### config.mk
export PLATFORM = sky130hd
export DESIGN_NAME = fir_stream_ctrl_flat
export DESIGN_NICKNAME = d
export VERILOG_FILES = /design/src/rtl/fir_stream_ctrl_if.sv /design/src/rtl/fir_stream_ctrl.sv /design/src/flat_wrapper.sv
export SDC_FILE = /design/constraint.sdc
export NUM_CORES = 1
export LEC_CHECK = 0
export CAP_MARGIN = 20
export CORE_MARGIN = 2
export CORE_UTILIZATION = 33
export CTS_CLUSTER_DIAMETER = 50
export CTS_CLUSTER_SIZE = 25
export DETAILED_ROUTE_END_ITERATION = 7
export PLACE_DENSITY_LB_ADDON = 0.3
export SLEW_MARGIN = 20
export SYNTH_ARGS = -nofsm -noshare
export SYNTH_HDL_FRONTEND = slang
export SYNTH_SLANG_ARGS = --single-unit
### constraint.sdc
create_clock -name clk -period 2.8 [get_ports clk]
set_clock_uncertainty 0.05 [all_clocks]
set_input_delay 0.28 -clock clk [delete_from_list [all_inputs] [get_ports clk]]
set_output_delay 0.28 -clock clk [all_outputs]
set_load 0.005 [all_outputs]
### src/rtl/fir_stream_ctrl_if.sv
// Stream handshake bundle for fir_stream_ctrl.
// Sample in (valid/ready/data) and result out (valid/ready/data).
interface fir_stream_ctrl_if #(
  parameter int DATA_W = 8,
  parameter int OUT_W  = 9
);
  logic              in_valid;
  logic              in_ready;
  logic [DATA_W-1:0] in_data;
  logic              out_valid;
  logic              out_ready;
  logic [OUT_W-1:0]  out_data;

  modport master (
    output in_valid, in_data, out_ready,
    input  in_ready, out_valid, out_data
  );

  modport slave (
    input  in_valid, in_data, out_ready,
    output in_ready, out_valid, out_data
  );
endinterface

### src/rtl/fir_stream_ctrl.sv
// Valid/ready sequencer for a single-enable FIR with zero-flush.
// Ports: clk, rst (sync, high), s (stream if), flush/flush_done,
//   busy, fir_en/fir_data_in/fir_data_out to the FIR.
// Option: FIR_STREAM_CTRL_TAIL_EN emits the convolution tail on flush.
module fir_stream_ctrl #(
  parameter int DATA_W   = 8,
  parameter int OUT_W    = 9,
  parameter int NUM_TAPS = 4,
  parameter int LATENCY  = 3
) (
  input  logic              clk,
  input  logic              rst,
  fir_stream_ctrl_if.slave  s,
  input  logic              flush,
  output logic              flush_done,
  output logic              busy,
  output logic              fir_en,
  output logic [DATA_W-1:0] fir_data_in,
  input  logic [OUT_W-1:0]  fir_data_out
);

  localparam int F  = NUM_TAPS + LATENCY - 1;
  localparam int CW = $clog2(F + 1);

  typedef enum logic {RUN, FLUSH} state_t;

  state_t             state, state_nxt;
  logic [LATENCY-1:0] vld_pipe, vld_nxt;
  logic [LATENCY:0]   vld_ext;
  logic [CW-1:0]      flush_cnt, cnt_nxt;
  logic               done_nxt;
  logic               slot_free;
  logic               rdy;
  logic               ins_bit;
  logic               tail_bit;

`ifdef FIR_STREAM_CTRL_TAIL_EN
  // First NUM_TAPS-1 flush advances carry the tail.
  assign tail_bit = (flush_cnt > CW'(LATENCY));
`else
  assign tail_bit = 1'b0;
`endif

  assign s.out_valid = vld_pipe[LATENCY-1];
  assign s.out_data  = fir_data_out;
  assign s.in_ready  = rdy;
  assign slot_free   = !s.out_valid || s.out_ready;
  assign busy        = (state == FLUSH) || (|vld_pipe);

  always_comb begin
    state_nxt   = state;
    cnt_nxt     = flush_cnt;
    done_nxt    = 1'b0;
    rdy         = 1'b0;
    fir_en      = 1'b0;
    fir_data_in = '0;
    ins_bit     = 1'b0;
    unique case (1'b1)
      (state == RUN): begin
        rdy         = slot_free && !flush;
        fir_en      = s.in_valid && rdy;
        fir_data_in = s.in_data;
        ins_bit     = 1'b1;
        if (flush) begin
          state_nxt = FLUSH;
          cnt_nxt   = CW'(F);
        end
      end
      (state == FLUSH): begin
        fir_en  = slot_free;
        ins_bit = tail_bit;
        if (fir_en) begin
          cnt_nxt = flush_cnt - 1'b1;
          if (flush_cnt == CW'(1)) begin
            state_nxt = RUN;
            done_nxt  = 1'b1;
          end
        end
      end
      default: state_nxt = RUN;
    endcase
    // Slots move with the FIR; a consumed result
    // with no advance leaves an empty output slot.
    vld_ext = {vld_pipe, ins_bit};
    vld_nxt = vld_pipe;
    if (fir_en)
      vld_nxt = vld_ext[LATENCY-1:0];
    else if (s.out_valid && s.out_ready)
      vld_nxt[LATENCY-1] = 1'b0;
  end

  always_ff @(posedge clk) begin
    if (rst) begin
      state      <= RUN;
      vld_pipe   <= '0;
      flush_cnt  <= '0;
      flush_done <= 1'b0;
    end else begin
      state      <= state_nxt;
      vld_pipe   <= vld_nxt;
      flush_cnt  <= cnt_nxt;
      flush_done <= done_nxt;
    end
  end

endmodule
### src/flat_wrapper.sv
// flat-port wrapper written by rule: the top's interface ports become plain ports
module fir_stream_ctrl_flat 
#(
  parameter int DATA_W   = 8,
  parameter int OUT_W    = 9,
  parameter int NUM_TAPS = 4,
  parameter int LATENCY  = 3
)
  (clk, rst, flush, flush_done, busy, fir_en, fir_data_in, fir_data_out, s_in_valid, s_in_data, s_out_ready, s_in_ready, s_out_valid, s_out_data);
  fir_stream_ctrl_if #(.DATA_W(DATA_W), .OUT_W(OUT_W)) s_i ();
  input  logic clk;
  input  logic rst;
  input  logic flush;
  output logic flush_done;
  output logic busy;
  output logic fir_en;
  output logic [DATA_W-1:0] fir_data_in;
  input  logic [OUT_W-1:0] fir_data_out;
  input wire logic [$bits(s_i.in_valid)-1:0] s_in_valid;
  input wire logic [$bits(s_i.in_data)-1:0] s_in_data;
  input wire logic [$bits(s_i.out_ready)-1:0] s_out_ready;
  output wire logic [$bits(s_i.in_ready)-1:0] s_in_ready;
  output wire logic [$bits(s_i.out_valid)-1:0] s_out_valid;
  output wire logic [$bits(s_i.out_data)-1:0] s_out_data;
  assign s_i.in_valid = s_in_valid;
  assign s_i.in_data = s_in_data;
  assign s_i.out_ready = s_out_ready;
  assign s_in_ready = s_i.in_ready;
  assign s_out_valid = s_i.out_valid;
  assign s_out_data = s_i.out_data;
  fir_stream_ctrl #(.DATA_W(DATA_W), .OUT_W(OUT_W), .NUM_TAPS(NUM_TAPS), .LATENCY(LATENCY)) u_core (.clk(clk), .rst(rst), .s(s_i), .flush(flush), .flush_done(flush_done), .busy(busy), .fir_en(fir_en), .fir_data_in(fir_data_in), .fir_data_out(fir_data_out));
endmodule
==> reports/qor.csv, run 1 <==
metric;value;unit
status;finished, final reports clean;
cts_tree;done;
grt_pass1_wl;1.628;mm
globalplace.congestion;0.6658;
rows;14;
dpl.hpwl;764;µm
fin_setup_tns;0;ns
grt_pass1_vias;384;
dr_total_vias;460;
fin_nets;102;
coreArea;1489;µm²
yosys_warnings;0;
rsz0062_at_grt;false;
critPathBufInv;3;
tightest_slew;0.6047;ns
final.fill_count;150;
r2r-end;u_core.vld_pipe[1];
path_clk_slew;0.05;ns
ys_types;25;
grt-ovfl-total;0;
cp_data_arrival_time;1.84;ns
synth_nets;85;
path_class;in -> out;
worstHoldPathType;reg -> reg;
cp_top_family;buffers and inverters;
synth-seq-area-share;30.84;%
layout-drive-gt1-share;9.211;%
min_to;u_core.flush_cnt[1];
final_area;720.7;µm²
end_kind;output pin;
required;2.47;ns
wl;1.007;mm
avgSynthCellArea;8.512;µm²
final-setup-viol-count;0;
hp-start;u_core.flush_cnt[1];
post-route-period-util;77.61;%
wl_per_cell;10.95;µm
maxCapViolations;0;
first_iter_violations;6;
pin_count;44;
crit_chain;clkdlybuf4s50_1 > nand2b_1 > o21ai_0 > inv_1 > clkdlybuf4s50_1;
ys_ff_latch;8;
rr_worst_depth;3;
antenna_found_initial;0;
portBuffers;25;
grt_max_degree;21;
dieArea;1907;µm²
ctsResizeCount;0;
fin_util;48.40;%
track_usage;11.69;%
leakage;0.2794;nW
vias_per_cell;5.000;
cts_hold_buf;0;
placed_cell_area;698.2;µm²
cts_setup_buffers;0;
r2r_setup_slack;1.43;ns
drc;0;
yosys.area.top_type;dfxtp_1;
cts_max_level;1;
worst_slack;0.6268;ns
hold_depth;1;
cp_slowest_cell;clkdlybuf4s50_1;
postRouteAntennaNets;0;
synth_cells;61;
instances_no_fill;92;
crit_top_cell;clkdlybuf4s50_1;
slowest_delay;0.50;ns
yosysTopAreaCellShare;30.84;%
num_antenna_cells;0;
slew_headroom;59.63;%
cts_inserted_buffers;3;
place_ws;0.6349;ns
cts_buffer_depth;2;
initial_utilization;34.87;%
pwr_density_cell;412.6;nW/µm²
dp_cells;89;
clock_sinks;8;
cts_root_buffer;clkbuf_4;
netlist_area;519.2;µm²
chipHeight;43.67;µm
clk_latency;0.26;ns
timing.fmax;460.1;MHz
hold_viol;0;
r2r-start;u_core.state;
peakVddDrop;0.2267;mV
die_w;43.67;µm
path_max_fanout;9;
dr.pass1.iters;4;
area_growth;38.80;%
critPathLaunchType;input pin;
netlist_top_cells_area;dfxtp_1 31%, buf_4 13%, nor2b_1 12%;
maxSlewViolCount;0;
period_needed;2.173;ns
==> flip-flops by register name (all words and copies together) (netlist names) <==
name               count
u_core.flush_cnt       3
u_core.flush_done      1
u_core.state           1
u_core.vld_pipe        3
==> logic make-up after synthesis <==
group	synth area share, %
DFF	30.84
and+or+nand+nor	32.05
muxes	1.928
buffers and inverters	19.76
adders and majority gates	4.819
AOI/OAI and AO/OA	10.60
==> cell usage in the layout, fill, tap and decap left out, drive strengths merged, types with 2 or more instances in the layout <==
cell type       n
dfxtp           8
nor2b          10
nor2            2
nand2b          4
inv             3
clkdlybuf4s50  25
ha              2
a21oi           3
clkbuf          3
nor3            3
==> cell type report <==
type	instances	area (µm²)	area share, %
multi-input combinational	37	256.5	35.59
inverter	3	11.26	1.563
timing repair buffer	25	250.2	34.72
clock buffer	3	22.52	3.125
sequential	8	160.2	22.22
tap	16	20.02	2.778
==> metal layers <==
layer  routed length [µm]  up-vias  GRT usage [%]  share of wire [%]
met4                   45        0          13.33                4.5
met1                  391      197          13.52                 39
met2                  426       24          15.88                 42
met3                  144        9          3.333                 14
li1                     -      230              -                  -
met5                    0        -              0                  0
==> where the power goes <==
group	switching (W)	internal, W	leakage [nW]
logic	0.0000236	0.0000527	0.200
clock network	0.0000406	0.0000491	0.0138
registers	0.00000990	0.000121	0.0659
==> worst max-delay path by stage <==
stage	from	endpoint	slack, ns	depth (start not counted)
6_report	s_out_ready	fir_en	0.63	5
5_1_grt	u_core.state	fir_en	0.52	3
4_1_cts	u_core.state	fir_en	0.61	3
3_5_place_dp	s_out_ready	fir_en	0.63	5
3_3_place_gp	s_out_ready	fir_en	0.66	5
2_1_floorplan	u_core.state	busy	1.62	2
==> synth_stat cells <==
cell      number
nor2b_1       10
buf_4          9
dfxtp_1        8
nand2b_1       4
a21oi_1        3
inv_1          3
nor3_1         3
clkbuf_1       2
ha_1           2
nor2_1         2
a211oi_1       1
a31oi_1        1
and2b_2        1
and4_4         1
and4b_2        1
buf_2          1
buf_6          1
mux2i_1        1
nand3_1        1
nor4_2         1
o21a_1         1
o21ai_0        1
o22ai_1        1
o31ai_1        1
or4_1          1
==> stage by stage <==
| stage | power, W | hold WS, ns |
|---|---|---|
| 3_3_place_gp | 0.0002091 | 0.4004 |
| 4_1_cts | 0.0003018 | 0.4266 |
| 2_1_floorplan | 0.0001754 | 0.3906 |
| 6_report | 0.0002973 | 0.4299 |
| 5_1_grt | 0.0003162 | 0.4320 |
| 3_5_place_dp | 0.0002105 | 0.4137 |
No activity file was read; power rests on OpenSTA's default activity.
==> run 2: changes to the inputs <==
CORE_UTILIZATION = 31   (was 33)
clock period = 2.2 ns   (was 2.8 ns; I/O delays follow)
==> run 2 against run 1 <==
  * Global-route usage is 0.22 points lower
  * Largest power group unchanged
  * Highest routed layer unchanged
  * Utilization fell by 0.68 points
  * Largest cell class is now non-clock buffers
  * Register-to-register slack worse by 0.42 ns
  * Count of clock-buffer cells in the layout stayed put
  * Cell area up 2.1%
  * Sequential share of layout area fell by 0.45 points
  * Worst hold slack got worse by 0.040 ns
  * Non-clock buffer count increased by 2
  * Via count fell by 1.7%
  * Total power is 30% higher
==> reports/qor.csv, run 2 (synthesis gave the netlist of run 1 again) <==
metric;value;unit
peakVddDrop;0.2785;mV
top_regs;u_core.flush_cnt: 3 flops, u_core.vld_pipe: 3 flops;
dieArea;2018;µm²
num_antenna_cells;0;
grt_max_degree;16;
final-setup-viol-count;0;
period_needed;1.891;ns
critPathLaunchType;input pin;
fin_nets;104;
portBuffers;25;
place_ws;0.3019;ns
cp_data_arrival_time;1.62;ns
pwr_density_cell;525.3;nW/µm²
postRouteAntennaNets;0;
cts_tree;done;
grt-ovfl-total;0;
final_cell_mix;25 x clkdlybuf4s50_1, 10 x nor2b_1, 8 x dfxtp_1;
multi_input_area;256.5;µm²
grt_pass1_vias;386;
die_w;44.93;µm
hold_viol;0;
vias_per_cell;4.809;
coreArea;1541;µm²
final.fill_count;153;
end_kind;output pin;
wl_per_cell;11.57;µm
final_common_cell;clkdlybuf4s50_1;
grt_pass1_wl;1.642;mm
slew_headroom;76.68;%
pin_count;44;
dr_total_vias;452;
final_area;735.7;µm²
worstHoldPathType;in -> out;
path_max_fanout;4;
maxSlewViolCount;0;
timing.fmax;528.9;MHz
cts_root_buffer;clkbuf_4;
maxCapViolations;0;
antenna_found_initial;0;
rows;14;
fin_setup_tns;0;ns
switchingPower;0.00009996;W
seqPwrFrac;41.8;%
initial_utilization;33.69;%
dr.pass1.iters;4;
worst_slack;0.3093;ns
cts_hold_buf;0;
required;1.93;ns
placed_cell_area;713.2;µm²
layout-drive-gt1-share;11.54;%
first_iter_violations;2;
power_frac_comb;27.4;%
tightest_slew;0.3487;ns
register_area;160.2;µm²
rsz0062_at_grt;false;
dr_wl_met3;157;µm
power.total;0.0003865;W
cts_inserted_buffers;3;
leakage;0.2886;nW
intPower;0.0002865;W
swShare;25.86;%
status;finished, final reports clean;
track_usage;11.47;%
met1_length;475;µm
path_class;in -> out;
drc;0;
clk_latency;0.26;ns
ctsResizeCount;0;
chipHeight;44.93;µm
cts_max_level;1;
dpl.hpwl;847.3;µm
post-route-period-util;85.94;%
r2r_setup_slack;1.01;ns
top_layer;met4;
globalplace.congestion;0.7766;
cts_buffer_depth;2;
met2WireLength;426;µm
cts_setup_buffers;0;
area_growth;41.69;%
clock_sinks;8;
wl;1.088;mm
pwr-share-clk;30.8;%
-- run 2: changes by cell type in the layout (fill, tap and decap cells not counted), sizes merged --
cell / before / now
buf: 0 / 2
-- run 2: cell type report --
class,count,share of cell area [%]
timing repair buffer,27,36.05
multi-input combinational,37,34.86
sequential,8,21.77
clock buffer,3,3.061
tap,16,2.721
inverter,3,1.531
-- run 2: power groups by stage --
stage | registers [W] | logic (W) | clock network [W]
after CTS | 0.000161 | 0.000107 | 0.000119
after floorplan | 0.000162 | 0.0000614 | 0
final | 0.000161 | 0.000106 | 0.000119
after global routing | 0.000163 | 0.000115 | 0.000125
after detailed placement | 0.000165 | 0.000107 | 0
after global placement | 0.000164 | 0.000105 | 0
-- run 2: worst max-delay path: stages --
cell and delay, ns:
clkdlybuf4s50_1 0.48, nor2b_1 0.20, o21ai_0 0.13, inv_1 0.10, clkdlybuf4s50_1 0.50
-- run 2: final timing paths --
check / start / endpoint / depth (start not counted)
hold reg to reg: u_core.flush_cnt[1] / u_core.flush_cnt[1] / 1
setup reg to reg: u_core.flush_cnt[0] / u_core.flush_cnt[2] / 4
setup / recovery: flush / fir_en / 5
hold / removal: fir_data_out[2] / s_out_data[2] / 0
-- run 2: stage by stage --
stage	utilization [%]	std cells	hold WS [ns]
after detailed placement	46.27	91	0.3900
after global routing	47.73	94	0.3900
after CTS	47.73	94	0.3900
after global placement	46.27	91	0.3900
final	47.73	94	0.3900
after floorplan	-	61	0.3622
-- run 2: per-layer routing --
metal / global-route usage, % / up-vias
li1: - / 230
met3: 4.000 / 3
met5: 0 / -
met2: 16.29 / 27
met4: 10.59 / 0
met1: 13.27 / 192
